### src/rtl/akuma_anim_ctrl.sv
// Purpose: animation/motion state machine for the Akuma sprite (pose, position, hitbox).
// Latency: one vga_clk; a decision taken on a frame_tick cycle shows on outputs next cycle.
// Backpressure: none; everything holds between frame_tick pulses.
module akuma_anim_ctrl #(
  parameter int X_INIT       = 120,
  parameter int GROUND_Y     = 300,
  parameter int X_MIN        = 0,
  parameter int X_MAX        = 560,
  parameter int WALK_STEP    = 2,
  parameter int JUMP_V       = 12,
  parameter int PUNCH_FRAMES = 12
) (
  input  logic       vga_clk,
  input  logic       Reset_n,
  input  logic       frame_tick,
  input  logic       key_left,
  input  logic       key_right,
  input  logic       key_up,
  input  logic       key_down,
  input  logic       key_punch,
  input  logic       hp_zero,
  output logic [2:0] sprite,
  output logic [9:0] AkumaX,
  output logic [9:0] AkumaY,
  output logic       attack_active,
  output logic       airborne
);

  // State encoding equals the pose code, so the state register drives sprite directly.
  typedef enum logic [2:0] {
    ST_STAND    = 3'd0,
    ST_PUNCH    = 3'd1,
    ST_JUMP     = 3'd2,
    ST_CROUCH   = 3'd3,
    ST_WALK_L   = 3'd4,
    ST_WALK_R   = 3'd5,
    ST_DEAD     = 3'd6,
    ST_JUMP_ATK = 3'd7
  } state_t;

  localparam logic signed [11:0] XMIN_S   = 12'(X_MIN);
  localparam logic signed [11:0] XMAX_S   = 12'(X_MAX);
  localparam logic signed [11:0] STEP_S   = 12'(WALK_STEP);
  localparam logic signed [11:0] GROUND_S = 12'(GROUND_Y);
  localparam logic signed [11:0] JUMP_S   = 12'(JUMP_V);
  // The launch tick already applies -JUMP_V, so vy leaves that tick one higher.
  localparam logic signed [7:0]  VY_AFTER_LAUNCH = 8'(1 - JUMP_V);
  localparam logic [3:0]         PUNCH_LAST      = 4'(PUNCH_FRAMES - 1);

  state_t            state;
  logic signed [7:0] vy;
  logic [3:0]        cnt;
  logic signed [1:0] dir;

  logic signed [1:0]  dir_sel;
  logic signed [11:0] y_ext;
  logic signed [11:0] y_sum;
  logic signed [11:0] y_launch;
  logic               land;
  logic [9:0]         x_step_l;
  logic [9:0]         x_step_r;
  logic [9:0]         x_air;
  logic [9:0]         x_launch;
  logic [3:0]         cnt_inc;
  state_t             grd_next;

  // Signed 12-bit arithmetic keeps X from wrapping below 0 or past the right edge.
  function automatic logic [9:0] clamp_x(input logic signed [11:0] v);
    if (v < XMIN_S) return XMIN_S[9:0];
    if (v > XMAX_S) return XMAX_S[9:0];
    return v[9:0];
  endfunction

  function automatic logic [9:0] step_x(input logic [9:0] x, input logic signed [1:0] d);
    logic signed [11:0] xs;
    xs = $signed({2'b00, x});
    case (d)
      2'sb11:  return clamp_x(xs - STEP_S);
      2'sb01:  return clamp_x(xs + STEP_S);
      default: return x;
    endcase
  endfunction

  // Grounded command priority, and the motion candidates used by the FSM below.
  always_comb begin
    grd_next = ST_STAND;
    if (key_punch)                  grd_next = ST_PUNCH;
    else if (key_up)                grd_next = ST_JUMP;
    else if (key_down)              grd_next = ST_CROUCH;
    else if (key_left && key_right) grd_next = ST_STAND;
    else if (key_left)              grd_next = ST_WALK_L;
    else if (key_right)             grd_next = ST_WALK_R;

    dir_sel = 2'sb00;
    if (key_left && !key_right)      dir_sel = 2'sb11;
    else if (key_right && !key_left) dir_sel = 2'sb01;

    y_ext    = $signed({2'b00, AkumaY});
    y_sum    = y_ext + $signed({{4{vy[7]}}, vy});
    y_launch = y_ext - JUMP_S;
    land     = (vy > 8'sd0) && (y_sum >= GROUND_S);
    x_step_l = step_x(AkumaX, 2'sb11);
    x_step_r = step_x(AkumaX, 2'sb01);
    x_air    = step_x(AkumaX, dir);
    x_launch = step_x(AkumaX, dir_sel);
    cnt_inc  = cnt + 4'd1;
  end

  assign sprite = state;

  // FSM, position, velocity and registered flags; updates only on frame_tick.
  always_ff @(posedge vga_clk) begin
    if (!Reset_n) begin
      state         <= ST_STAND;
      AkumaX        <= 10'(X_INIT);
      AkumaY        <= 10'(GROUND_Y);
      vy            <= '0;
      cnt           <= '0;
      dir           <= '0;
      attack_active <= 1'b0;
      airborne      <= 1'b0;
    end else if (frame_tick) begin
      attack_active <= 1'b0;
      airborne      <= 1'b0;
      if (hp_zero) begin
        state <= ST_DEAD;
        vy    <= '0;
        if (airborne) AkumaY <= 10'(GROUND_Y);
      end else begin
        case (state)
          ST_DEAD: ;
          ST_PUNCH: begin
            if (cnt == PUNCH_LAST) begin
              state <= ST_STAND;
            end else begin
              cnt           <= cnt_inc;
              attack_active <= (cnt_inc >= 4'd4) && (cnt_inc <= 4'd7);
            end
          end
          ST_JUMP, ST_JUMP_ATK: begin
            AkumaX <= x_air;
            if (land) begin
              AkumaY <= 10'(GROUND_Y);
              vy     <= '0;
              state  <= ST_STAND;
            end else begin
              AkumaY   <= y_sum[9:0];
              vy       <= vy + 8'sd1;
              airborne <= 1'b1;
              if (state == ST_JUMP_ATK || key_punch) begin
                state         <= ST_JUMP_ATK;
                attack_active <= 1'b1;
              end
            end
          end
          default: begin
            state <= grd_next;
            case (grd_next)
              ST_PUNCH:  cnt <= '0;
              ST_JUMP: begin
                airborne <= 1'b1;
                AkumaY   <= y_launch[9:0];
                AkumaX   <= x_launch;
                vy       <= VY_AFTER_LAUNCH;
                dir      <= dir_sel;
              end
              ST_WALK_L: AkumaX <= x_step_l;
              ST_WALK_R: AkumaX <= x_step_r;
              default: ;
            endcase
          end
        endcase
      end
    end
  end

endmodule

### config.mk
export PLATFORM = sky130hd
export DESIGN_NAME = akuma_anim_ctrl
export DESIGN_NICKNAME = d
export VERILOG_FILES = /design/src/rtl/akuma_anim_ctrl.sv
export SDC_FILE = /design/constraint.sdc
export NUM_CORES = 1
export LEC_CHECK = 0
export BUFFER_PORTS_ARGS = -buffer_cell sky130_fd_sc_hd__buf_2
export CAP_MARGIN = 10
export CORE_MARGIN = 3
export CORE_UTILIZATION = 24
export DETAILED_ROUTE_END_ITERATION = 8
export SLEW_MARGIN = 10
export SYNTH_ARGS = -nofsm -noshare
export SYNTH_HDL_FRONTEND = slang
export SYNTH_SLANG_ARGS = --single-unit
### constraint.sdc
create_clock -name vga_clk -period 3.48 [get_ports vga_clk]
set_input_delay 0.87 -clock vga_clk [delete_from_list [all_inputs] [get_ports vga_clk]]
set_output_delay 0.87 -clock vga_clk [all_outputs]
set_load 0.02 [all_outputs]
==> flow_summary.toml <==
[setup_path]
cp.required_ns = 3.63
crit_type = "flip-flop to flip-flop"
worstPathArrival_ns = 3.33
endpoint_kind = "flip-flop"
reg2reg_from = "vy[0]"
path_max_fanout = 13
startpoint = "vy[0]"
start_kind = "flip-flop"

[cts]
htree_num_levels = 2
clock-sinks = 39
cts_tree = "done"
max-clock-path-buffers = 2
cts_made_buffers = 5
cts_hold_buf = 0
clk_latency_ns = 0.29
root_buffer = "clkbuf_16"
path_clk_slew_ns = 0.06

[synth]
synth_area_mm2 = 0.00328
seq_area_frac_synth_pct = 23.8
syn_avg_cell_area_um2 = 7.38
syn_nets = 473
synthArstFlopShare_pct = 0
ys.flop_type = "dfxtp_1"
synthCells = 444
synth_seq_cells = 39
yosys_warnings = 0
synth_enable_flop_cells = 0
synth_cell_types = 62

[power_and_ir_drop]
ir_drop_v = 0.000204
power_density_mw_per_mm2 = 329
p_leak_nw = 1.45

[grt]
grt_pass1_vias = 3270
grt_pass1_wl_mm = 16.4
grt_overflow = 0
antenna_found_initial = 0
grt_max_degree = 22
track_usage_pct = 13.4

[die]
die_w_um = 123
num_io_pins = 34
start_util_pct = 24.6
die_area_mm2 = 0.0151
coreArea_mm2 = 0.0133
fp.dieH_um = 123
core.rowCount = 42

[cells_and_area]
n_fill_cell = 1431
n_antenna_cell = 0
area_delta_synth_final_pct = 15.6
drive_gt1_share_pct = 12.8
seqCellArea_um2 = 781
finalNetCount = 498
final_common_cell = "a21oi_1"
fin_cells = 645
final_cell_mix = "a21oi_1, nand2_1, dfxtp_1"
multiInputGateArea_mm2 = 0.00232

[placement]
preCtsSetupSlack_ns = 0.176
port_buffers = 33
placed_cells = 635
place_hpwl_mm = 7.30
gp_congestion = 0.940

[timing]
tightest_slew_ns = 0.916
finalCritPeriodShare_pct = 91.5
setup_violations = 0
fin_tns_setup_ns = 0
hold_violations = 0
maxSlewViolCount = 0
rsz0062_at_grt = "false"
fin_ws_ns = 0.297
slew-limit-headroom_pct = 38.9
finClkSkew_ns = 0.00624
timing.fmax_mhz = 314
fin_crit_ns = 3.18

[route]
first_pass_iters = 5
postRouteAntennaNets = 0
vias_per_cell = 5.36
wire_per_inst_um = 15.3
initialDrtViolationCount = 245
vias = 3454
drcViolationCount = 0
finalWirelength_mm = 9.88

[worst_hold_path]
hold_start = "dir[1]"
worstHoldPathType = "flip-flop to flip-flop"

[outcome]
status = "completed"

[flow_run]
cap_violations = 0
-- worst max-delay path: stages (launching register included) --
cell	delay, ns
dfxtp_1	0.38
ha_1	0.19
inv_1	0.05
fa_1	0.39
nand2b_1	0.20
a211oi_1	0.25
o31ai_1	0.13
a221o_1	0.34
a21oi_1	0.42
a211oi_4	0.09
buf_12	0.17
buf_4	0.14
a31oi_1	0.17
o32ai_1	0.11
-- metal layers --
layer  share of wire [%]  track usage [%]
met5                   0                0
met2                  45             21.1
met1                  46             18.3
met3                 6.9             2.49
met4                 1.9             4.55
-- logic make-up (layout without fill, tap and decap cells) --
family	Yosys count	after routing	share of synthesized area [%]
AND/OR/NAND/NOR	162	162	25.0
AO/OA/AOI/OAI	156	156	32.2
buffers and inverters	48	73	5.65
flip-flops	39	39	23.8
adder cells (fa/ha/maj)	20	20	7.87
XOR/XNOR	14	14	3.74
multiplexers	5	5	1.64
-- registers in the layout, indices dropped and copies added, names as in the netlist --
name and count:
attack_active 1, sprite 3, vy 8, cnt 4, dir 2, AkumaY 10
AkumaX 10, airborne 1
-- Yosys cell counts (all sizes together), types with 5 or more instances --
library cell / count / area [um2]
nand2: 41 / 154
inv: 25 / 93.8
nand3: 17 / 85.1
nor3: 11 / 60.1
xor2: 5 / 43.8
nand2b: 6 / 37.5
and2: 6 / 37.5
a21oi: 42 / 210
ha: 19 / 238
nor2b: 11 / 68.8
xnor2: 9 / 78.8
nand4b: 5 / 43.8
a21o: 8 / 60.1
a32oi: 6 / 52.6
nor4: 5 / 31.3
a31oi: 12 / 75.1
o21ai: 35 / 175
a221o: 5 / 50.1
and3: 7 / 43.8
a211oi: 7 / 70.1
dfxtp: 39 / 781
clkbuf: 22 / 83.8
nor2: 38 / 143
-- layout make-up --
type,instances,share of cell area (%)
Clock buffer,5,3.30
Timing Repair Buffer,41,6.27
Clock inverter,2,0.363
Tap cell,176,5.81
Inverter,25,2.48
Multi-Input combinational cell,357,61.2
Sequential cell,39,20.6
-- metrics by stage --
stage	util [%]	cell area, um2	total power [mW]	hold slack [ns]
floorplan	-	3280	0.696	0.437
global placement	27.2	3610	0.772	0.458
detailed placement	27.2	3610	0.776	0.462
CTS	28.2	3750	1.24	0.471
global route	28.5	3790	1.30	0.486
finish	28.5	3790	1.25	0.472
-- worst paths after layout --
kind                    to  slack, ns  cells after the start
setup / recovery  airborne       0.30                     13
hold / removal      dir[1]       0.47                      2
setup reg to reg  airborne       0.30                     13
hold reg to reg     dir[1]       0.47                      2
-- what timing repair did --
item,in CTS,in global routing
endpoints found under the hold margin,0,0
resized for setup,0,0
buffers inserted,0,3
endpoints found under the setup margin,0,5
-- report_power, final --
group | leakage (nW) | internal (mW) | switching, mW | total [mW]
Sequential | 0.316 | 0.462 | 0.0293 | 0.491
Combinational | 1.06 | 0.112 | 0.183 | 0.295
Clock | 0.0696 | 0.262 | 0.198 | 0.460
Total | 1.45 | 0.836 | 0.410 | 1.25
Power figures use the tool's default switching activity.
